==> src/rtl/mask_scan_ctrl_pkg.sv <==
// Shared types and constants for the mask scan controller and its counter.
package mask_scan_ctrl_pkg;

  typedef enum logic [2:0] {
    ST_IDLE  = 3'd0,
    ST_ARM   = 3'd1,
    ST_SCAN  = 3'd2,
    ST_DRAIN = 3'd3,
    ST_DONE  = 3'd4
  } state_e;

  localparam logic [1:0] CH_R = 2'd1;
  localparam logic [1:0] CH_G = 2'd2;
  localparam logic [1:0] CH_B = 2'd3;

  localparam logic [7:0] DEF_THRESHOLD = 8'd180;
  localparam logic [1:0] DEF_CHANNEL   = CH_R;

  // Encoding 0 has no channel of its own and selects blue.
  function automatic logic [1:0] norm_channel(input logic [1:0] ch);
    return (ch == 2'd0) ? CH_B : ch;
  endfunction

endpackage

==> src/rtl/mask_scan_ctrl_if.sv <==
// Pixel handshake and coordinate bus between the upstream source, the controller and the mask datapath.
interface mask_scan_ctrl_if #(
  parameter int COORD_W = 11
);
  // A pixel is accepted in any cycle where pix_valid and pix_ready are both high;
  // mask_rw mirrors that acceptance combinationally and coord_x/coord_y name the
  // accepted pixel in that same cycle. pix_valid may drop at any time to stall.
  logic               pix_valid;
  logic               pix_ready;
  logic               mask_rw;
  logic [COORD_W-1:0] coord_x;
  logic [COORD_W-1:0] coord_y;

  modport master (
    output pix_valid,
    input  pix_ready,
    input  mask_rw,
    input  coord_x,
    input  coord_y
  );

  modport slave (
    input  pix_valid,
    output pix_ready,
    output mask_rw,
    output coord_x,
    output coord_y
  );
endinterface

==> src/rtl/mask_scan_ctrl_xy_counter.sv <==
// Raster x/y counter: advances on en, wraps per line and per frame, pulses line_done after a line wrap.
module scan_xy_counter
  import mask_scan_ctrl_pkg::*;
#(
  parameter int WIDTH   = 768,
  parameter int HEIGHT  = 512,
  parameter int COORD_W = 11
) (
  input  logic               clk,
  input  logic               rst,
  input  logic               en,
  input  logic               clr,
  output logic [COORD_W-1:0] x_o,
  output logic [COORD_W-1:0] y_o,
  output logic               line_done_o,
  output logic               last_o
);

  localparam logic [COORD_W-1:0] X_MAX = COORD_W'(WIDTH - 1);
  localparam logic [COORD_W-1:0] Y_MAX = COORD_W'(HEIGHT - 1);

  logic [COORD_W-1:0] x_q, x_d;
  logic [COORD_W-1:0] y_q, y_d;
  logic               line_q, line_d;

  // clr wins over en so an abort never lets a final acceptance advance the raster.
  always_comb begin
    x_d    = x_q;
    y_d    = y_q;
    line_d = 1'b0;
    if (clr) begin
      x_d = '0;
      y_d = '0;
    end else if (en) begin
      if (x_q == X_MAX) begin
        x_d    = '0;
        line_d = 1'b1;
        y_d    = (y_q == Y_MAX) ? '0 : y_q + 1'b1;
      end else begin
        x_d = x_q + 1'b1;
      end
    end
  end

  always_ff @(posedge clk) begin
    if (rst) begin
      x_q    <= '0;
      y_q    <= '0;
      line_q <= 1'b0;
    end else begin
      x_q    <= x_d;
      y_q    <= y_d;
      line_q <= line_d;
    end
  end

  assign x_o         = x_q;
  assign y_o         = y_q;
  assign line_done_o = line_q;
  assign last_o      = (x_q == X_MAX) && (y_q == Y_MAX);

endmodule

==> src/rtl/mask_scan_ctrl.sv <==
// Frame scan controller: sequences one raster of pixel acceptances and freezes the mask config per frame.
module mask_scan_ctrl
  import mask_scan_ctrl_pkg::*;
#(
  parameter int WIDTH   = 768,
  parameter int HEIGHT  = 512,
  parameter int COORD_W = 11
) (
  input  logic                   CAMERA_CLK,
  input  logic                   rst,
  input  logic                   start,
  input  logic                   abort,
  input  logic                   cfg_valid,
  input  logic [1:0]             cfg_channel,
  input  logic [7:0]             cfg_threshold,
  mask_scan_ctrl_if.slave        pix,
  output logic [1:0]             sel_channel,
  output logic [7:0]             threshold,
  output logic                   busy,
  output logic                   line_done,
  output logic                   frame_done,
  output state_e                 dbg_state_o
);

  state_e             state_q, state_d;
  logic               ready;
  logic               accept;
  logic               abort_hit;
  logic               last_px;
  logic [COORD_W-1:0] x, y;

  logic [1:0] pend_ch_q, pend_ch_d, act_ch_q, act_ch_d;
  logic [7:0] pend_th_q, pend_th_d, act_th_q, act_th_d;

  assign accept    = pix.pix_valid & ready;
  assign abort_hit = abort & (state_q inside {ST_ARM, ST_SCAN, ST_DRAIN});

  always_ff @(posedge CAMERA_CLK) begin
    if (rst) state_q <= ST_IDLE;
    else     state_q <= state_d;
  end

  always_comb begin
    state_d = state_q;
    if (abort_hit) begin
      state_d = ST_IDLE;
    end else begin
      case (state_q)
        ST_IDLE:  if (start) state_d = ST_ARM;
        ST_ARM:   state_d = ST_SCAN;
        ST_SCAN:  if (accept && last_px) state_d = ST_DRAIN;
        ST_DRAIN: state_d = ST_DONE;
        ST_DONE:  state_d = ST_IDLE;
        default:  state_d = ST_IDLE;
      endcase
    end
  end

  always_comb begin
    ready      = (state_q == ST_SCAN);
    busy       = (state_q == ST_ARM) || (state_q == ST_SCAN) || (state_q == ST_DRAIN);
    frame_done = (state_q == ST_DONE);
  end

  // Pending config is written any time; the active copy is taken from the value
  // registered before ARM, so a write landing in ARM waits for the next frame.
  always_comb begin
    pend_ch_d = pend_ch_q;
    pend_th_d = pend_th_q;
    act_ch_d  = act_ch_q;
    act_th_d  = act_th_q;
    if (cfg_valid) begin
      pend_ch_d = norm_channel(cfg_channel);
      pend_th_d = cfg_threshold;
    end
    if (state_q == ST_ARM) begin
      act_ch_d = pend_ch_q;
      act_th_d = pend_th_q;
    end
  end

  always_ff @(posedge CAMERA_CLK) begin
    if (rst) begin
      pend_ch_q <= DEF_CHANNEL;
      pend_th_q <= DEF_THRESHOLD;
      act_ch_q  <= DEF_CHANNEL;
      act_th_q  <= DEF_THRESHOLD;
    end else begin
      pend_ch_q <= pend_ch_d;
      pend_th_q <= pend_th_d;
      act_ch_q  <= act_ch_d;
      act_th_q  <= act_th_d;
    end
  end

  scan_xy_counter #(
    .WIDTH   (WIDTH),
    .HEIGHT  (HEIGHT),
    .COORD_W (COORD_W)
  ) u_xy (
    .clk         (CAMERA_CLK),
    .rst         (rst),
    .en          (accept & ~abort_hit),
    .clr         (abort_hit),
    .x_o         (x),
    .y_o         (y),
    .line_done_o (line_done),
    .last_o      (last_px)
  );

  assign pix.pix_ready = ready;
  assign pix.mask_rw   = accept;
  assign pix.coord_x   = x;
  assign pix.coord_y   = y;
  assign sel_channel   = act_ch_q;
  assign threshold     = act_th_q;
  assign dbg_state_o   = state_q;

endmodule

==> src/flat_wrapper.sv <==
// flat-port wrapper written by rule: the top's interface ports become plain ports
module mask_scan_ctrl_flat import mask_scan_ctrl_pkg::*;
#(
  parameter int WIDTH   = 768,
  parameter int HEIGHT  = 512,
  parameter int COORD_W = 11
)
  (CAMERA_CLK, rst, start, abort, cfg_valid, cfg_channel, cfg_threshold, sel_channel, threshold, busy, line_done, frame_done, dbg_state_o, pix_pix_valid, pix_pix_ready, pix_mask_rw, pix_coord_x, pix_coord_y);
  mask_scan_ctrl_if #(.COORD_W(COORD_W)) pix_i ();
  input  logic CAMERA_CLK;
  input  logic rst;
  input  logic start;
  input  logic abort;
  input  logic cfg_valid;
  input  logic [1:0] cfg_channel;
  input  logic [7:0] cfg_threshold;
  output logic [1:0] sel_channel;
  output logic [7:0] threshold;
  output logic busy;
  output logic line_done;
  output logic frame_done;
  output state_e dbg_state_o;
  input wire logic [$bits(pix_i.pix_valid)-1:0] pix_pix_valid;
  output wire logic [$bits(pix_i.pix_ready)-1:0] pix_pix_ready;
  output wire logic [$bits(pix_i.mask_rw)-1:0] pix_mask_rw;
  output wire logic [$bits(pix_i.coord_x)-1:0] pix_coord_x;
  output wire logic [$bits(pix_i.coord_y)-1:0] pix_coord_y;
  assign pix_i.pix_valid = pix_pix_valid;
  assign pix_pix_ready = pix_i.pix_ready;
  assign pix_mask_rw = pix_i.mask_rw;
  assign pix_coord_x = pix_i.coord_x;
  assign pix_coord_y = pix_i.coord_y;
  mask_scan_ctrl #(.WIDTH(WIDTH), .HEIGHT(HEIGHT), .COORD_W(COORD_W)) u_core (.CAMERA_CLK(CAMERA_CLK), .rst(rst), .start(start), .abort(abort), .cfg_valid(cfg_valid), .cfg_channel(cfg_channel), .cfg_threshold(cfg_threshold), .pix(pix_i), .sel_channel(sel_channel), .threshold(threshold), .busy(busy), .line_done(line_done), .frame_done(frame_done), .dbg_state_o(dbg_state_o));
endmodule
==> config.mk <==
export PLATFORM = sky130hd
export DESIGN_NAME = mask_scan_ctrl_flat
export DESIGN_NICKNAME = d
export VERILOG_FILES = /design/src/rtl/mask_scan_ctrl_pkg.sv /design/src/rtl/mask_scan_ctrl_if.sv /design/src/rtl/mask_scan_ctrl_xy_counter.sv /design/src/rtl/mask_scan_ctrl.sv /design/src/flat_wrapper.sv
export SDC_FILE = /design/constraint.sdc
export NUM_CORES = 1
export LEC_CHECK = 0
export BUFFER_PORTS_ARGS = -buffer_cell sky130_fd_sc_hd__buf_2
export CAP_MARGIN = 20
export CORE_UTILIZATION = 55
export DETAILED_ROUTE_END_ITERATION = 8
export PLACE_DENSITY = 0.83
export SYNTH_ARGS = -nofsm -noshare
export SYNTH_HDL_FRONTEND = slang
export SYNTH_SLANG_ARGS = --single-unit
==> constraint.sdc <==
create_clock -name CAMERA_CLK -period 4.5 [get_ports CAMERA_CLK]
set_input_delay 0 -clock CAMERA_CLK [delete_from_list [all_inputs] [get_ports CAMERA_CLK]]
set_output_delay 0 -clock CAMERA_CLK [all_outputs]
set_load 0.02 [all_outputs]
==> flow_metrics.env <==
export IMPL_start_kind="flip-flop"
export IMPL_post_cts_buffers=0
export IMPL_post_route_util_pct=74.4
export IMPL_cts_reportedPaths_clkPinSlew_ns=0.14
export IMPL_setup_ws_ns=2.40
export IMPL_via_per_inst=5.64
export IMPL_drc=0
export IMPL_portBuffers=55
export IMPL_critPathKind="flip-flop to flip-flop"
export IMPL_min_from="start"
export IMPL_worstReg2RegEnd="u_core.u_xy.y_o[9]$_SDFFE_PP0P_"
export IMPL_netlist_instances=208
export IMPL_avgRoutedWirePerCell_um=13.6
export IMPL_ys_ff_latch=46
export IMPL_area_delta_synth_final_pct=26.5
export IMPL_tightest_slew_ns=0.496
export IMPL_arrival_ns=2.39
export IMPL_ir_worst_vdd_mv=0.243
export IMPL_die_h_um=62.4
export IMPL_clock_path_buffers=2
export IMPL_avgSynthCellArea_um2=9.65
export IMPL_drtPass1Iterations=4
export IMPL_fp_coreArea_um2=3420
export IMPL_synth_top_area_share_pct=45.9
export IMPL_dp_slack_ns=2.45
export IMPL_placedCellCount=302
export IMPL_yosys_area_top_type="dfxtp_1"
export IMPL_drive_gt1_share_pct=26.4
export IMPL_instances_no_fill=322
export IMPL_num_vias=1816
export IMPL_final_area_um2=2540
export IMPL_syn_nets=226
export IMPL_drtIter0Drc=157
export IMPL_path_cells="ha_1 -> and4bb_2 -> nand4_2 -> or4_1 -> a21oi_1"
export IMPL_track_usage_pct=24.8
export IMPL_gp_congestion=0.846
export IMPL_hold_class="primary input to flip-flop"
export IMPL_synth_cell_type_count=41
export IMPL_slew_headroom_pct=66.8
export IMPL_diodes=0
export IMPL_hold_viol=0
export IMPL_p_total_mw=0.827
export IMPL_cts_root_buf="clkbuf_4"
export IMPL_rsz0062_at_grt="no"
export IMPL_seq_area_um2=921
export IMPL_drv_slew=0
export IMPL_multi_input_area_um2=1050
export IMPL_post_dp_cell_area_um2=2310
export IMPL_cts_hold_buffers=11
export IMPL_hold_end="u_core.dbg_state_o[0]$_SDFFE_PP0P_"
export IMPL_crit_fanout=13
export IMPL_dpl_hpwl_um=3020
export IMPL_p_leak_nw=1.08
export IMPL_initial_core_util_pct=58.8
export IMPL_cts_sinks=46
export IMPL_antenna_left=0
export IMPL_grt_ovfl_total=0
export IMPL_synthTopCellsByArea="dfxtp_1 (46%), mux2i_1 (5.0%), nor2_1 (4.1%), a211o_1 (3.9%), a21oi_1 (3.7%)"
export IMPL_maxCapViolCount=0
export IMPL_r2r_start="u_core.u_xy.x_o[0]$_SDFFE_PP0N_"
export IMPL_crit_required_ns=4.79
export IMPL_cts_repair_resized=0
export IMPL_cp_slowest_cell="or4_1"
export IMPL_end_kind="flip-flop"
export IMPL_finalCritPeriodShare_pct=46.7
export IMPL_h_tree_depth=2
export IMPL_die_w_um=62.4
export IMPL_min_period_ns=2.10
export IMPL_clk_latency_ns=0.36
export IMPL_synth_area_um2=2010
export IMPL_totalWireLength_um=4390
export IMPL_dieArea_um2=3900
export IMPL_power_density_nw_per_um2=326
export IMPL_cts_tree="done"
export IMPL_max_freq_ghz=0.476
export IMPL_grt_max_degree=23
export IMPL_ioPinCount=56
export IMPL_clock_skew_ns=0.0172
export IMPL_setup_viol=0
export IMPL_rows=21
export IMPL_yosysSeqAreaShare_pct=45.9
export IMPL_nFillCells=266
export IMPL_whs_ns=0.0179
export IMPL_ys_warn_count=0
export IMPL_num_nets_final=293
export IMPL_status="finished clean"
export IMPL_grt_antenna_before_repair=0
export IMPL_cts_buffers=5
export IMPL_grt_pass1_vias=1666
export IMPL_reg2reg_depth=5
export IMPL_r2r_setup_slack_ns=2.40
export IMPL_holdPathStages=3
export IMPL_slowest_delay_ns=0.60
export IMPL_tns_ns=0
export IMPL_path_delay_family="simple AND/OR/NAND/NOR gates"
export IMPL_critPathBufInv=0
export IMPL_grt_pass1_wl_um=7620
==> worst max-delay path by stage <==
stage	slack, ns	to	cells past startpoint	from
5_1_grt	2.26	u_core.u_xy.y_o[9]$_SDFFE_PP0P_	5	u_core.u_xy.x_o[0]$_SDFFE_PP0N_
3_5_place_dp	2.45	u_core.u_xy.y_o[7]$_SDFFE_PP0P_	5	u_core.u_xy.x_o[0]$_SDFFE_PP0N_
3_3_place_gp	2.55	u_core.u_xy.y_o[7]$_SDFFE_PP0P_	5	u_core.u_xy.x_o[0]$_SDFFE_PP0N_
4_1_cts	2.40	u_core.u_xy.y_o[9]$_SDFFE_PP0P_	5	u_core.u_xy.x_o[0]$_SDFFE_PP0N_
2_1_floorplan	2.63	u_core.u_xy.y_o[5]$_SDFFE_PP0P_	5	u_core.u_xy.x_o[0]$_SDFFE_PP0N_
6_report	2.40	u_core.u_xy.y_o[9]$_SDFFE_PP0P_	5	u_core.u_xy.x_o[0]$_SDFFE_PP0N_
==> state kept, by name (all words and copies together), names as in the netlist <==
signal	count
u_core.sel_channel	2
u_core.u_xy.x_o	11
u_core.pend_th_q	8
u_core.u_xy.y_o	11
u_core.u_xy.line_done_o	1
u_core.dbg_state_o	3
u_core.pend_ch_q	2
u_core.threshold	8
==> cells in the mapped netlist <==
library cell	n
a211o_1	9
a21o_1	1
a21oi_1	15
a31oi_1	1
and2_1	2
and3_1	1
and3b_1	1
and4_1	2
and4b_1	1
and4bb_2	1
and4bb_4	1
buf_2	3
buf_4	1
clkbuf_1	3
dfxtp_1	46
ha_1	2
inv_1	3
mux2i_1	10
nand2_1	10
nand2b_1	1
nand3_1	6
nand3_4	1
nand3b_1	1
nand4_1	6
nand4_2	1
nand4_4	1
nor2_1	22
nor2b_1	11
nor3_1	1
nor3b_1	2
nor3b_4	1
nor4bb_1	1
o211a_1	1
o21ai_0	8
o21ba_2	1
o22ai_1	2
o31ai_1	7
o31ai_4	1
or3_1	7
or4_1	7
xor2_1	6
==> final cells by class <==
class,count,area share [%]
flip-flops and latches,46,36.3
clock inverters,3,2.71
well taps,46,2.27
repair buffers,67,15.6
multi-input cells,152,41.2
clock buffers,5,1.48
inverters,3,0.443
==> where the power goes <==
| part | switching (mW) | total (mW) | internal (mW) |
|---|---|---|---|
| combinational | 0.0502 | 0.0917 | 0.0415 |
| sequential | 0.00934 | 0.430 | 0.421 |
| clock | 0.131 | 0.305 | 0.174 |
==> kinds of logic after synthesis <==
kind of cell             synth area share, %
flip-flops                              45.9
AND/OR/NAND/NOR                         27.4
XOR/XNOR                                2.62
multiplexers                            4.98
buffers and inverters                   2.24
adder cells (fa/ha/maj)                 1.25
AO/OA/AOI/OAI                           15.6
==> placed cells by master (no fill, tap or decap), types with 2 or more instances in the layout <==
master and n:
a211o_1 9, a21oi_1 15, and2_1 2, and4_1 2, buf_2 55, bufinv_16 2
clkbuf_4 5, dfxtp_1 46, dlygate4sd3_1 11, ha_1 2, inv_1 3, mux2i_1 10
nand2_1 10, nand3_1 6, nand4_1 6, nor2_1 22, nor2b_1 11, o21ai_0 8
o22ai_1 2, o31ai_1 7, or3_1 7, or4_1 7, xor2_1 6
==> tightest hold or removal path, stage by stage <==
cell	delay, ns
buf_2	0.07
nor2b_1	0.13
o211a_1	0.16
==> layer usage <==
metal,track usage [%],share of wire (%)
met1,30.1,42
met2,42.9,52
met3,7.85,4.9
met4,5.23,0.62
met5,0,0
No activity file was read; power rests on OpenSTA's default activity.
